### src/rtl/pgr_uart_tx_sched_32bit.sv
// Round-robin scheduler sharing one 8N1 UART transmitter between two 32-bit word requesters.
// Words go out as 4 bytes, LSB byte first, each byte LSB first; bit timing counts clk_en ticks.
module pgr_uart_tx_sched_32bit #(
  parameter int TICKS_PER_BIT = 6,
  parameter int WORD_GAP      = 0
) (
  input  logic        clk,
  input  logic        rst_n,
  input  logic        clk_en,
  input  logic        req0_valid,
  input  logic [31:0] req0_data,
  output logic        req0_ready,
  input  logic        req1_valid,
  input  logic [31:0] req1_data,
  output logic        req1_ready,
  output logic        grant_id,
  output logic        busy,
  output logic        txd
);

  typedef enum logic [2:0] {IDLE, START, DATA, STOP, GAP} state_t;

  localparam logic [3:0] TICK_LAST = 4'(TICKS_PER_BIT - 1);
  localparam logic [2:0] GAP_LAST  = 3'((WORD_GAP > 0) ? WORD_GAP - 1 : 0);

  state_t      state, state_nxt;
  logic [3:0]  tick_cnt, tick_nxt;
  logic [2:0]  bit_idx, bit_nxt;
  logic [1:0]  byte_idx, byte_nxt;
  logic [31:0] shift_reg, shift_nxt;
  logic        last_grant, last_nxt, grant_nxt;
  logic        bit_end, win0, win1;

  assign bit_end = clk_en && (tick_cnt == TICK_LAST);
  // On a tie the requester that did not win last time goes first.
  assign win0    = req0_valid && (!req1_valid || last_grant);
  assign win1    = req1_valid && (!req0_valid || !last_grant);
  assign busy    = (state != IDLE);

  always_comb begin
    state_nxt  = state;
    tick_nxt   = tick_cnt;
    bit_nxt    = bit_idx;
    byte_nxt   = byte_idx;
    shift_nxt  = shift_reg;
    last_nxt   = last_grant;
    grant_nxt  = grant_id;
    req0_ready = 1'b0;
    req1_ready = 1'b0;
    txd        = 1'b1;
    if (state != IDLE)
      tick_nxt = bit_end ? 4'd0 : tick_cnt + 4'(clk_en);
    case (state)
      IDLE: begin
        tick_nxt = 4'd0;
        // rst_n gating keeps ready low while reset is held.
        if (rst_n && (win0 || win1)) begin
          req0_ready = win0;
          req1_ready = win1;
          shift_nxt  = win1 ? req1_data : req0_data;
          last_nxt   = win1;
          grant_nxt  = win1;
          bit_nxt    = 3'd0;
          byte_nxt   = 2'd0;
          state_nxt  = START;
        end
      end
      START: begin
        txd = 1'b0;
        if (bit_end) begin
          bit_nxt   = 3'd0;
          state_nxt = DATA;
        end
      end
      DATA: begin
        txd = shift_reg[0];
        if (bit_end) begin
          shift_nxt = {1'b0, shift_reg[31:1]};
          bit_nxt   = bit_idx + 3'd1;
          if (bit_idx == 3'd7) state_nxt = STOP;
        end
      end
      STOP: begin
        if (bit_end) begin
          byte_nxt = byte_idx + 2'd1;
          bit_nxt  = 3'd0;
          if (byte_idx == 2'd3) state_nxt = (WORD_GAP > 0) ? GAP : IDLE;
          else                  state_nxt = START;
        end
      end
      GAP: begin
        if (bit_end) begin
          if (bit_idx == GAP_LAST) state_nxt = IDLE;
          else                     bit_nxt   = bit_idx + 3'd1;
        end
      end
      default: state_nxt = IDLE;
    endcase
  end

  always_ff @(posedge clk or negedge rst_n) begin
    if (!rst_n) begin
      state      <= IDLE;
      tick_cnt   <= 4'd0;
      bit_idx    <= 3'd0;
      byte_idx   <= 2'd0;
      shift_reg  <= 32'd0;
      last_grant <= 1'b1;
      grant_id   <= 1'b0;
    end else begin
      state      <= state_nxt;
      tick_cnt   <= tick_nxt;
      bit_idx    <= bit_nxt;
      byte_idx   <= byte_nxt;
      shift_reg  <= shift_nxt;
      last_grant <= last_nxt;
      grant_id   <= grant_nxt;
    end
  end

endmodule

### config.mk
export PLATFORM = sky130hd
export DESIGN_NAME = pgr_uart_tx_sched_32bit
export DESIGN_NICKNAME = d
export VERILOG_FILES = /design/src/rtl/pgr_uart_tx_sched_32bit.sv
export SDC_FILE = /design/constraint.sdc
export NUM_CORES = 1
export LEC_CHECK = 0
export CAP_MARGIN = 30
export CELL_PAD_IN_SITES_DETAIL_PLACEMENT = 0
export CELL_PAD_IN_SITES_GLOBAL_PLACEMENT = 1
export CORE_UTILIZATION = 40
export CTS_CLUSTER_SIZE = 40
export DETAILED_ROUTE_END_ITERATION = 16
export GPL_ROUTABILITY_DRIVEN = 1
export PLACE_DENSITY = 0.83
export SETUP_SLACK_MARGIN = 0.02
export SLEW_MARGIN = 20
export SYNTH_ARGS = -nofsm -noshare
export SYNTH_HDL_FRONTEND = slang
export SYNTH_SLANG_ARGS = --single-unit
export TNS_END_PERCENT = 20
### constraint.sdc
create_clock -name clk -period 3.3 [get_ports clk]
set_input_delay 0.495 -clock clk [delete_from_list [all_inputs] [get_ports clk]]
set_output_delay 0.495 -clock clk [all_outputs]
set_load 0.02 [all_outputs]
==> results.json <==
{
  "maxCapViolations": 0,
  "ff2ff_path_depth": 7,
  "avgViaCountPerCell": 5.688,
  "cts_hold_buf": 0,
  "start_util": 0.4113,
  "largest_reg_flops": 32,
  "clk_latency_ps": 300,
  "avgSynthCellArea_um2": 10.61,
  "max_freq_mhz": 363.0,
  "grt_pass1_wl_um": 10700,
  "synthTopCellsByArea": "dfrtp_1, mux2i_1, a2bb2oi_1",
  "cts_setup_buffers": 0,
  "synth_fp_nets": 340,
  "vdd_drop_max_v": 0.0005056,
  "vias": 2349,
  "cts_tree": "built",
  "hpwl_um": 4488,
  "tightest_slew_ps": 649.0,
  "postPlaceCellArea_um2": 3580,
  "cts_buffer_depth": 2,
  "rows": 30,
  "h-tree-depth": 2,
  "ys_top_cells_by_count": "dfrtp_1, mux2i_1, a2bb2oi_1",
  "die_h_um": 85.35,
  "crit_fanout": 13,
  "p_leak_nw": 1.514,
  "startpoint_type": "flip-flop",
  "hold_violations": 0,
  "final_area_um2": 3700,
  "rsz0062_at_grt": "no",
  "drt_iter0_drc": 86,
  "setup_viol": 0,
  "slew_headroom": 0.5674,
  "tns_ps": 0,
  "worstReg2RegStart": "state[0]",
  "cp.required_ps": 2800,
  "area_growth_pct": 33.14,
  "power_frac_clock": 0.160,
  "path_class": "reg2out",
  "switchingPower_mw": 0.9551,
  "clkSinkCount": 45,
  "yosys_warnings": 0,
  "yosys.area.top_type_share": 0.3962,
  "endpoint_kind": "primary output",
  "hold_class": "in2async",
  "status": "complete, no violations",
  "synth_most_common_cell": "dfrtp_1",
  "syn-cell-area_um2": 2779,
  "numCtsBuffers": 5,
  "root_buffer": "clkbuf_8",
  "track_usage": 0.1827,
  "first_pass_iters": 4,
  "synth_seq_area_share": 0.4057,
  "core_um2": 6756,
  "grt_max_degree": 33,
  "synth_cell_type_count": 39,
  "ys_seq_elements": 45,
  "io_pins": 74,
  "wl_um": 6355,
  "die_area_um2": 7285,
  "combPwrFrac": 0.497,
  "period_share": 0.8347,
  "drtAntennaViolNets": 0,
  "drive_above_1_share": 0.1081,
  "yosys_most_used_dff": "dfrtp_1",
  "synthArstFlopShare": 1.000,
  "die-width_um": 85.35,
  "io_buffer_count": 73,
  "nets": 410,
  "p_per_area_nw_per_um2": 745.4,
  "synth_edf_count": 0,
  "fin_skew_ps": 6.752,
  "r2r_end": "shift_reg[27]",
  "clk_pin_slew_ps": 90,
  "cts_resized": 0,
  "yosys.area.top_type": "dfrtp_1",
  "drt-wirelength-per-cell_um": 15.39,
  "min_period_ps": 2754,
  "antennaDiodeCount": 0,
  "reg2reg_slack_ps": 920,
  "drv_slew": 0,
  "drc_errors": 0,
  "grt_pass1_vias": 2251,
  "syn_inst": 262,
  "netSwitchingFraction": 0.3463,
  "pwr-share-seq": 0.343,
  "p_int_mw": 1.803,
  "grt_antenna_before_repair": 0,
  "finalWeightedCongestion": 0.8044,
  "cp.arrival_ps": 2260,
  "grt_overflow": 0
}
==> cell families (layout without fill, tap and decap cells) <==
| family | count (synthesis) | in the layout | synth area share |
|---|---|---|---|
| AO/OA/AOI/OAI | 103 | 103 | 0.2945 |
| flip-flops | 45 | 45 | 0.4057 |
| AND/OR/NAND/NOR | 39 | 39 | 0.07834 |
| multiplexers | 33 | 33 | 0.1198 |
| buffers and inverters | 31 | 102 | 0.05493 |
| adder cells (fa/ha/maj) | 9 | 9 | 0.04052 |
| XOR/XNOR | 2 | 2 | 0.006305 |
==> stage by stage <==
stage	utilization	instances	hold WS [ps]	setup slack (ps)	power [mW]
2_1_floorplan	-	262	199.4	1310	1.973
3_3_place_gp	0.5298	405	488.9	799.9	2.299
3_5_place_dp	0.5298	405	490.6	726.4	2.332
4_1_cts	0.5476	413	160.2	517.1	2.781
5_1_grt	0.5476	413	191.2	387.5	2.961
6_report	0.5476	413	146.2	545.5	2.758
==> routing by layer <==
layer / vias up / wire length [um] / track usage
met3: 7 / 273 / 0.03405
met5: - / 0 / 0
met4: 0 / 55 / 0.04394
li1: 1149 / - / -
met2: 53 / 2959 / 0.3006
met1: 1140 / 3066 / 0.2503
==> worst max-delay path, cell delays in order (launching register included) <==
cell and delay [ps]:
dfrtp_1 410, inv_1 110, ha_1 430, nand3_1 170, a21oi_1 200, clkdlybuf4s50_1 630
==> power groups by stage <==
stage                     logic (mW)  clock network, mW  registers [mW]
after CTS                       1.39              0.452           0.943
after global placement          1.36                  0           0.944
after floorplan                 1.05                  0           0.918
after detailed placement        1.38                  0           0.952
final                           1.37              0.442           0.945
after global routing            1.51              0.475           0.974
==> final cells by class <==
| class | count | area (um2) |
|---|---|---|
| sequential | 45 | 1127 |
| tap | 80 | 100.1 |
| clock buffer | 6 | 82.58 |
| inverter | 10 | 37.54 |
| timing repair buffer | 84 | 808.3 |
| fill | 590 | 3057 |
| multi-input combinational | 186 | 1506 |
| clock inverter | 2 | 37.54 |
==> cells in the final DEF, fill, tap and decap left out, types with 2 or more instances in the layout <==
master,netlist,routed
o21ai_0,6,6
nand2_1,8,8
o221a_2,10,10
a2bb2oi_1,30,30
nand2b_1,14,14
mux2_2,2,2
dfrtp_1,44,44
mux2i_1,31,31
nand4_1,4,4
clkdlybuf4s50_1,0,72
a21boi_1,20,20
nand3_1,3,3
nor3b_1,2,2
nor3_1,3,3
o22ai_1,20,20
a21oi_1,3,3
clkbuf_8,0,6
buf_4,1,11
ha_1,9,9
inv_1,10,10
a22o_1,2,2
o211ai_1,3,3
==> worst max-delay path by stage <==
stage | slack, ps | depth (start not counted) | from | endpoint
2_1_floorplan | 1310 | 5 | state[0] | txd
3_3_place_gp | 800 | 4 | req0_valid | req0_ready
3_5_place_dp | 730 | 4 | req0_valid | req0_ready
4_1_cts | 520 | 5 | state[0] | req0_ready
5_1_grt | 390 | 5 | state[0] | req0_ready
6_report | 550 | 5 | state[0] | req0_ready
No activity file was read; power rests on OpenSTA's default activity.
